## src/rtl/reaction_ctrl.sv

```systemverilog
// Reaction timer sequencer: random pre-stimulus delay, LED stimulus, millisecond
// reaction count, with early-press and timeout detection. All outputs registered.
module reaction_ctrl #(
  parameter int MinDelayMs = 1000,
  parameter int RandBits   = 11,
  parameter int TimeoutMs  = 9999,
  parameter int CountW     = 14
) (
  input  logic              clk,
  input  logic              rst,
  input  logic              start,
  input  logic              react,
  input  logic              clk_ms,
  output logic              div_rst,
  output logic              led_on,
  output logic [CountW-1:0] react_ms,
  output logic              valid,
  output logic              early,
  output logic              timeout
);

  localparam int DelayW = $clog2(MinDelayMs + (1 << RandBits));

  typedef enum logic [2:0] {
    ST_IDLE,
    ST_WAIT,
    ST_ARMED,
    ST_DONE,
    ST_EARLY,
    ST_TIMEOUT
  } state_t;

  state_t            state;
  state_t            state_next;
  logic [15:0]       lfsr;
  logic              prev;
  logic              tick;
  logic [DelayW-1:0] delay_cnt;
  logic              div_rst_next;
  logic              led_on_next;
  logic              valid_next;
  logic              early_next;
  logic              timeout_next;

  // The divider output idles at 0 while held in reset, so prev follows suit.
  assign tick = (clk_ms ^ prev) & ~div_rst;

  always_ff @(posedge clk) begin
    if (rst) begin
      lfsr <= 16'hACE1;
      prev <= 1'b0;
    end else begin
      lfsr <= {lfsr[0] ^ lfsr[2] ^ lfsr[3] ^ lfsr[5], lfsr[15:1]};
      prev <= div_rst ? 1'b0 : clk_ms;
    end
  end

  always_ff @(posedge clk) begin
    if (rst) begin
      state <= ST_IDLE;
    end else begin
      state <= state_next;
    end
  end

  always_comb begin
    state_next = state;
    case (state)
      ST_IDLE, ST_DONE, ST_EARLY, ST_TIMEOUT: begin
        if (start) begin
          state_next = ST_WAIT;
        end
      end
      ST_WAIT: begin
        if (react) begin
          state_next = ST_EARLY;
        end else if (tick && (delay_cnt == DelayW'(1))) begin
          state_next = ST_ARMED;
        end
      end
      ST_ARMED: begin
        if (react) begin
          state_next = ST_DONE;
        end else if (tick && (react_ms == CountW'(TimeoutMs - 1))) begin
          state_next = ST_TIMEOUT;
        end
      end
      default: begin
        state_next = ST_IDLE;
      end
    endcase
  end

  // Outputs are decoded from the upcoming state so they can be registered.
  // The first ARMED cycle pulses the divider reset to re-phase it to the LED.
  always_comb begin
    div_rst_next = 1'b1;
    led_on_next  = 1'b0;
    valid_next   = 1'b0;
    early_next   = 1'b0;
    timeout_next = 1'b0;
    case (state_next)
      ST_WAIT: begin
        div_rst_next = 1'b0;
      end
      ST_ARMED: begin
        led_on_next  = 1'b1;
        div_rst_next = (state != ST_ARMED);
      end
      ST_DONE: begin
        valid_next = 1'b1;
      end
      ST_EARLY: begin
        early_next = 1'b1;
      end
      ST_TIMEOUT: begin
        timeout_next = 1'b1;
      end
      default: begin
      end
    endcase
  end

  always_ff @(posedge clk) begin
    if (rst) begin
      div_rst   <= 1'b1;
      led_on    <= 1'b0;
      valid     <= 1'b0;
      early     <= 1'b0;
      timeout   <= 1'b0;
      react_ms  <= '0;
      delay_cnt <= '0;
    end else begin
      div_rst <= div_rst_next;
      led_on  <= led_on_next;
      valid   <= valid_next;
      early   <= early_next;
      timeout <= timeout_next;

      if ((state_next == ST_WAIT) && (state != ST_WAIT)) begin
        delay_cnt <= DelayW'(MinDelayMs) + DelayW'(lfsr[RandBits-1:0]);
      end else if ((state == ST_WAIT) && (state_next == ST_WAIT) && tick) begin
        delay_cnt <= delay_cnt - DelayW'(1);
      end

      // A React coinciding with a tick freezes the count before the increment.
      if ((state == ST_WAIT) && (state_next == ST_ARMED)) begin
        react_ms <= '0;
      end else if ((state == ST_ARMED) && !react && tick) begin
        react_ms <= react_ms + CountW'(1);
      end
    end
  end

endmodule
```

## config.mk

```make
export PLATFORM = sky130hd
export DESIGN_NAME = reaction_ctrl
export DESIGN_NICKNAME = d
export VERILOG_FILES = /design/src/rtl/reaction_ctrl.sv
export SDC_FILE = /design/constraint.sdc
export NUM_CORES = 1
export LEC_CHECK = 0
export ABC_AREA = 1
export CORE_ASPECT_RATIO = 1.75
export CORE_MARGIN = 3
export CORE_UTILIZATION = 59
export CTS_BUF_LIST = sky130_fd_sc_hd__clkbuf_8
export CTS_CLUSTER_SIZE = 20
export DETAILED_ROUTE_END_ITERATION = 7
export GPL_TIMING_DRIVEN = 0
export PLACE_DENSITY = 0.82
export SLEW_MARGIN = 20
export SYNTH_ARGS = -nofsm -noshare
export SYNTH_HDL_FRONTEND = slang
export SYNTH_SLANG_ARGS = --single-unit
```

## constraint.sdc

```tcl
create_clock -name clk -period 2.65 [get_ports clk]
set_clock_uncertainty 0.2 [all_clocks]
set_input_delay 0.53 -clock clk [delete_from_list [all_inputs] [get_ports clk]]
set_output_delay 0.53 -clock clk [all_outputs]
set_load 0.03 [all_outputs]
```

# After elaboration in Yosys (flattened, before gate mapping)
# Index checks and enable logic that the tools add are counted.
[word_totals]
register_bits = 51
out_inout_bits = 19
wordCells = 60
input_bits = 5
[op_classes]
eq_ne = 14
n_mux = 13
bitwise = 6
add_sub_neg = 3
reduce_logical = 14
[op_table]
columns = ["operator", "count"]
rows = [
  ["12-bit two-way mux", 2],
  ["3-bit two-way mux", 5],
  ["14-bit by 1-bit adder with 14-bit output, second input constant", 1],
  ["14-bit == test, second input constant", 1],
  ["10-bit by 11-bit adder with 12-bit output, first input constant", 1],
  ["12-bit by 1-bit == test with 1-bit output, second input constant", 1],
  ["3-bit by 2-bit == test with 1-bit output, second input constant", 4],
  ["3-bit == test, second input constant", 4],
  ["12-bit by 1-bit subtractor with 12-bit output, second input constant", 1],
  ["3-bit one-hot mux with 3 select lines", 1],
  ["1-bit logical AND", 8],
  ["3-bit by 1-bit == test with 1-bit output, second input constant", 2],
  ["1-bit two-way mux", 4],
  ["2-bit OR reduction", 2],
  ["4-bit OR reduction", 1],
  ["1-bit XOR", 4],
  ["3-bit zero test", 1],
  ["3-bit by 1-bit != test with 1-bit output, second input constant", 1],
  ["3-bit by 2-bit != test with 1-bit output, second input constant", 1],
  ["1-bit one-hot mux with 2 select lines", 1],
  ["2-bit nonzero test", 1],
  ["1-bit AND", 1],
  ["1-bit zero test", 1],
  ["1-bit inverter", 1],
]

# Logic depth before layout (Yosys ltp)
# Gate-level depths: netlist of the first run.
[depth]
depth_word = 11
ltp_mapped = 15
mapped_depth_nobuf = 14

# Least setup slack after synthesis of the first run
# Ideal clock, no wire load.
[synth_path]
path_kind = "flip-flop to flip-flop"
start = "register react_ms[1]"
end = "register delay_cnt[6]"
setup_slack_ns = 0.567
synth_period_minus_slack_ns = 2.083
required_time_ns = 2.334
stages_incl_launch_ff = 14
n_path_buf = 1
arrival_ns = 1.768
setup_time_ns = 0.116
path_cell_list = "dfxtp_1 -> ha_1 -> nand3_1 -> nor2_1 -> nand3_1 -> nand2_1 -> nand2_2 -> nand2_2 -> nand2_2 -> nor2_4 -> o21ai_2 -> buf_6 -> nor2_1 -> nor2_1"
[synth_via]
elab_chain_len = 9
word_cells_on_any_way = 11
classes_between = "eq/ne (2); mux (4); reduce/logical (5)"
[synth_lines]
columns = ["item", "line", "text"]
rows = [
  ["start: declaration", "16", "output logic [CountW-1:0] react_ms,"],
  ["start signal: assignment", "150", "react_ms <= react_ms + CountW'(1);"],
  ["14-bit == test *", "84", "end else if (tick && (react_ms == CountW'(TimeoutMs - 1))) begin"],
  ["1-bit logical AND *", "84", ""],
  ["3-bit two-way mux *", "84", ""],
  ["3-bit two-way mux *", "82", "if (react) begin"],
  ["3-bit one-hot mux with 3 select lines *", "68", "case (state)"],
  ["3-bit by 1-bit == test with 1-bit output *", "140, 142", ""],
  ["1-bit logical AND (2 in series)", "142", "end else if ((state == ST_WAIT) && (state_next == ST_WAIT) && tick) begin"],
  ["2-bit nonzero test (no line)", "n/a", ""],
  ["end signal: assignment", "141", "delay_cnt <= DelayW'(MinDelayMs) + DelayW'(lfsr[RandBits-1:0]);"],
  ["end signal: assignment", "143", "delay_cnt <= delay_cnt - DelayW'(1);"],
  ["end: declaration", "38", "logic [DelayW-1:0] delay_cnt;"],
]
# Mark *: on every way between the ends. The rest lies on a longest branch, timed or not.
# A chain may end at the register's enable or synchronous reset.

# Worst setup path after layout of the first run
[layout_path]
start = "input clk_ms"
end = "register react_ms[3]"
[layout_via]
elab_chain_len = 9
word_cells_on_any_way = 13
classes_between = "eq/ne (1); mux (5); bitwise (2); reduce/logical (5)"
[layout_lines]
columns = ["item", "line", "text"]
rows = [
  ["start: declaration", "13", "input logic clk_ms,"],
  ["1-bit XOR *", "46", "assign tick = (clk_ms ^ prev) & ~div_rst;"],
  ["1-bit AND *", "46", ""],
  ["1-bit logical AND (on tied branches)", "84, 77", ""],
  ["3-bit two-way mux (on tied branches)", "84, 77", ""],
  ["3-bit two-way mux (on tied branches)", "82, 75", ""],
  ["3-bit one-hot mux with 3 select lines", "68", ""],
  ["3-bit by 2-bit == test with 1-bit output", "147", "if ((state == ST_WAIT) && (state_next == ST_ARMED)) begin"],
  ["1-bit logical AND", "147", ""],
  ["2-bit OR reduction (no line)", "n/a", ""],
]
# Marks and branches as above.

==> out/metrics.yaml, run 1 <==
synth-simple-area-share: 0.340
grt_pass1_vias: 2329
instances_no_fill: 455
start_util: 0.625
viasPerCell: 5.27
wl_per_cell_um: 12.8
worst_pin_slew_ns: 0.625
synth_top_family_by_area: "simple AND/OR/NAND/NOR gates"
hold_path.class: "reg2reg"
final_common_cell: "nand2_1"
fin_crit_sh: 0.945
ys_seq_elements: 51
synth_compound_area_frac: 0.0753
synth.mux.area_fraction: 0
fin_crit_ns: 2.50
power_density_nw_per_um2: 585
die_x_um: 56.6
peakVddDrop_uv: 529
slew_viol_final: 0
drc: 0
rrSetupSlack_ns: 0.39
cts_hold_buf: 0
synth_cell_types: 30
endpoint_kind: "flip-flop"
syn_to_final_growth_pct: 15.1
num_antenna_cells: 0
tns_ns: 0
grt_max_degree: 15
synth-xor-area-share: 0.0730
drtIter0Drc: 112
outcome: "finished clean"
ioPinCount: 24
yosys.area_share.adder: 0.0237
cts_tree: "yes"
endpoint: "react_ms[3]"
clk_latency_ns: 0.30
dp_hpwl_mm: 4.47
yosys_warnings: 0
cts.clk_slew.worst_paths_ns: 0.09
root_buffer: "clkbuf_8"
syn-num-nets: 386
final_cell_mix: "nand2_1, nor2_1, inv_1"
nets: 416
place_ws_ns: -0.215
p_leak_nw: 1.41
r2r-start: "react_ms[0]"
placedCellCount: 448
vias: 2399
dieArea_um2: 5350
synth_area_um2: 2640
yosysSeqAreaShare: 0.387
cts_setup_buffers: 0
routabilityCongestion: 0.860
reg2regPathDepth: 14
holdWs_ns: 0.212
clock-sinks: 51
cap_viol_max_count: 0
drt-total-wl_mm: 5.82
firstDrtPassIters: 4
track_usage: 0.231
avgSynthCellArea_um2: 7.02
htreeDepth: 2
die-height_um: 94.5
finalHoldViolations: 0
cts_made_buffers: 5
reg2reg_to: "delay_cnt[11]"
crit_type: "in2reg"
crit_fanout: 10
grt-ovfl-total: 0
setup_viol_count_final: 0
crit_path_start_kind: "primary input"
crit_start: "clk_ms"
antenna_found_initial: 0
required_ns: 2.64
coreArea_um2: 4230
ant_nets: 0
synthCells: 376
clock_path_buffers: 2
rsz0062_at_grt: "false"
io_buffers: 23
drive_above_1_share: 0.0985
max_clock_freq_mhz: 400
rows: 31
arrival_ns: 2.50
grt_first_pass_wirelength_mm: 9.72
setup_slack_ns: 0.147
slew_headroom: 0.580
-- state kept, by name, indices dropped and copies added, names as in the netlist --
signal and count:
led_on 1, react_ms 14, timeout 1, delay_cnt 12, prev 1, valid 1
state 3, div_rst 1, early 1, lfsr 16
-- worst min path at each step --
| stage | from | endpoint | depth (start not counted) |
|---|---|---|---|
| after floorplan | lfsr[13] | lfsr[12] | 2 |
| after global placement | lfsr[13] | lfsr[12] | 2 |
| after detailed placement | lfsr[14] | lfsr[13] | 1 |
| after CTS | lfsr[14] | lfsr[13] | 1 |
| after global routing | lfsr[14] | lfsr[13] | 1 |
| final | lfsr[14] | lfsr[13] | 1 |
-- worst max-delay path, cell delays in order --
cell and delay (ns):
clkdlybuf4s50_1 0.44, nand2_1 0.08, nand2_1 0.08, nor2_4 0.19
nand3_1 0.19, o31ai_1 0.56, buf_2 0.35, nor2_1 0.08
-- synth_stat cells --
| cell | n | area share |
|---|---|---|
| a21oi_1 | 14 | 0.027 |
| a21oi_2 | 4 | 0.013 |
| buf_2 | 2 | 0.0038 |
| buf_6 | 2 | 0.0085 |
| clkbuf_1 | 3 | 0.0043 |
| dfxtp_1 | 51 | 0.39 |
| ha_1 | 5 | 0.024 |
| inv_1 | 59 | 0.084 |
| inv_2 | 1 | 0.0014 |
| nand2_1 | 68 | 0.097 |
| nand2_2 | 6 | 0.014 |
| nand3_1 | 26 | 0.049 |
| nand3_2 | 2 | 0.0076 |
| nand3_4 | 1 | 0.0066 |
| nand3b_1 | 1 | 0.0028 |
| nand4_1 | 6 | 0.014 |
| nor2_1 | 62 | 0.088 |
| nor2_2 | 2 | 0.0047 |
| nor2_4 | 2 | 0.0085 |
| nor3_1 | 7 | 0.013 |
| nor3_2 | 1 | 0.0038 |
| nor3b_1 | 3 | 0.0085 |
| o211ai_1 | 1 | 0.0028 |
| o21ai_0 | 13 | 0.025 |
| o21ai_1 | 1 | 0.0019 |
| o21ai_2 | 1 | 0.0033 |
| o31ai_1 | 1 | 0.0028 |
| or2_2 | 9 | 0.021 |
| xnor2_1 | 2 | 0.0066 |
| xor2_1 | 20 | 0.066 |
-- kinds of logic (layout without fill, tap and decap cells) --
| kind of cell | after synthesis | count (layout) |
|---|---|---|
| compound gates | 35 | 35 |
| xor+xnor | 22 | 22 |
| fa+ha+maj | 5 | 5 |
| buf+inv | 67 | 97 |
| flops | 51 | 51 |
| simple gates | 196 | 196 |
-- per-stage QoR --
stage	utilization	power (mW)	area, µm²
6_report	0.719	1.78	3040
5_1_grt	0.719	1.87	3040
4_1_cts	0.718	1.78	3040
3_5_place_dp	0.694	1.27	2930
3_3_place_gp	0.694	1.26	2930
2_1_floorplan	-	1.18	2640
-- metal layers --
layer | up-vias | track usage | share of wire
li1 | 1222 | - | -
met1 | 1111 | 0.219 | 0.38
met5 | - | 0 | 0
met2 | 53 | 0.466 | 0.56
met4 | 0 | 0.105 | 0.025
met3 | 13 | 0.0369 | 0.030
-- power breakdown --
| part | switching [mW] | internal, mW | leakage, nW |
|---|---|---|---|
| combinational | 0.258 | 0.151 | 0.935 |
| clock | 0.244 | 0.273 | 0.0554 |
| sequential | 0.0373 | 0.816 | 0.418 |
-- repair_timing --
action / in CTS / in global routing
endpoints found under the setup margin: 0 / 3
hold endpoints to repair: 0 / 0
resized for setup: 0 / 1
-- layout make-up --
class | instances | area [µm²]
sequential | 51 | 1020
tap | 49 | 61.3
timing repair buffer | 23 | 230
buffer | 7 | 43.8
clock inverter | 2 | 33.8
clock buffer | 5 | 68.8
fill | 375 | 1190
inverter | 60 | 225
multi-input combinational | 258 | 1360
(Power assumes the default switching activity.)
==> run 2: changes to the inputs <==
--- a/config.mk
+++ b/config.mk
@@ -8,12 +8,13 @@
 export ABC_AREA = 1
 export CORE_ASPECT_RATIO = 1.75
 export CORE_MARGIN = 3
-export CORE_UTILIZATION = 59
+export CORE_UTILIZATION = 60
 export CTS_BUF_LIST = sky130_fd_sc_hd__clkbuf_8
 export CTS_CLUSTER_SIZE = 20
 export DETAILED_ROUTE_END_ITERATION = 7
+export DONT_BUFFER_PORTS = 1
 export GPL_TIMING_DRIVEN = 0
-export PLACE_DENSITY = 0.82
+export PLACE_DENSITY = 0.76
 export SLEW_MARGIN = 20
 export SYNTH_ARGS = -nofsm -noshare
 export SYNTH_HDL_FRONTEND = slang
==> run 2 against run 1 <==
  * Clock-buffer cell count grew 1
  * Core utilization shrank 4.4 points
  * Hold slack lost 0.094 ns
  * Clock power grew 11%
  * Register-to-register slack lost 0.18 ns
  * Flip-flop and latch count is the same
  * Final area shrank 6.9%
  * Power grew 2.2%
  * Critical path type is now reg2reg
  * Largest cell class unchanged
  * Highest routed layer unchanged
==> out/metrics.yaml, run 2 (same netlist as run 1, synthesis figures left out) <==
crit_slowest_cell: "dfxtp_1"
grt_max_degree: 17
endpoint_kind: "flip-flop"
fin_crit_ns: 2.44
drive_above_1_share: 0.112
dpl_cell_area_um2: 2700
slew_viol_final: 0
top_register: "lfsr"
r2r-start: "react_ms[0]"
crit_start: "react_ms[0]"
firstDrtPassIters: 4
die_x_um: 56.2
fin_crit_sh: 0.921
crit_type: "reg2reg"
grt_first_pass_wirelength_mm: 9.74
cts_made_buffers: 5
reg2regPathDepth: 12
final_common_cell: "nand2_1"
fillers: 399
max_stage_delay_ns: 0.44
ioPinCount: 24
crit_top_cell: "nand2_1"
htreeDepth: 2
antenna_found_initial: 0
cts.repair.resized: 0
slew_headroom: 0.556
setup_slack_ns: 0.209
dp_hpwl_mm: 4.40
ant_nets: 0
cts.clk_slew.worst_paths_ns: 0.09
peakVddDrop_uv: 462
nets: 393
min-delay-start: "rst"
rows: 31
cts_tree: "yes"
start_util: 0.631
grt-ovfl-total: 0
viasPerCell: 5.33
num_antenna_cells: 0
wl_per_cell_um: 13.2
drc: 0
clk_latency_ns: 0.31
drt-total-wl_mm: 5.73
max_clock_freq_mhz: 410
reg2reg_to: "delay_cnt[11]"
p_leak_nw: 1.33
finish.utilization: 0.676
path_cells: "inv_1 -> ha_1 -> nand3_1 -> nor2_1 -> nand3_1 -> nand2_1 -> nand2_1 -> a21oi_1 -> nand3_2 -> o21ai_0 -> nand2_1 -> a21oi_1"
tns_ns: 0
crit_fanout: 7
clock-sinks: 51
clock_path_buffers: 2
cap_viol_max_count: 0
root_buffer: "clkbuf_8"
placedCellCount: 425
drtIter0Drc: 136
track_usage: 0.234
final_cell_mix: "nand2_1, nor2_1, inv_1"
cts_setup_buffers: 0
routabilityCongestion: 0.903
vias: 2308
syn_to_final_growth_pct: 7.15
endpoint: "delay_cnt[11]"
die-height_um: 93.8
coreArea_um2: 4190
cts_hold_buf: 0
worst_pin_slew_ns: 0.661
place_ws_ns: 0.123
rsz0062_at_grt: "false"
outcome: "finished clean"
grt_pass1_vias: 2311
power_density_nw_per_um2: 642
crit_path_start_kind: "flip-flop"
reg.largest.list: "lfsr x16, react_ms x14, delay_cnt x12"
largest_register_ffs: 16
instances_no_fill: 433
required_ns: 2.69
arrival_ns: 2.48
rrSetupSlack_ns: 0.21
finalHoldViolations: 0
dieArea_um2: 5270
io_buffers: 0
fin_area_um2: 2830
hold_path.class: "in2reg"
setup_viol_count_final: 0
-- run 2: how the worst min path moves through the flow --
stage               end  slack [ns]  depth (start not counted)
2_1_floorplan  lfsr[12]        0.19                          2
6_report        lfsr[7]        0.12                          1
3_3_place_gp   lfsr[10]        0.19                          1
4_1_cts         lfsr[7]        0.11                          1
3_5_place_dp   lfsr[11]        0.20                          1
5_1_grt        lfsr[10]        0.11                          1
-- run 2: area by class of cell --
class	instances	area, µm²	area share
Multi-Input combinational cell	258	1360	0.479
Sequential cell	51	1020	0.361
Inverter	60	225	0.0796
Clock buffer	6	82.6	0.0292
Tap cell	49	61.3	0.0217
Buffer	7	43.8	0.0155
Clock inverter	2	38.8	0.0137
-- run 2: power by group --
part,leakage (nW),switching [mW],internal [mW]
clock network,0.0618,0.261,0.311
logic,0.854,0.247,0.141
registers,0.419,0.0426,0.816
-- run 2: through the flow --
| step | total power, mW | hold slack, ns |
|---|---|---|
| floorplan | 1.18 | 0.188 |
| global placement | 1.25 | 0.190 |
| detailed placement | 1.26 | 0.199 |
| CTS | 1.82 | 0.113 |
| global route | 1.92 | 0.111 |
| finish | 1.82 | 0.117 |
-- run 2: worst max-delay path, delay by kind of cell (launching register included) --
family	cells	cell delay [ns]
AOI/OAI and AO/OA	3	0.53
adders and majority gates	1	0.22
buffers and inverters	1	0.17
DFF	1	0.44
and+or+nand+nor	7	0.78
-- run 2: layer usage --
metal,part of all wire,vias up,track usage
met1,0.37,1051,0.225
met2,0.55,56,0.447
met3,0.039,23,0.0385
met5,0,-,0
li1,-,1178,-
met4,0.045,0,0.147
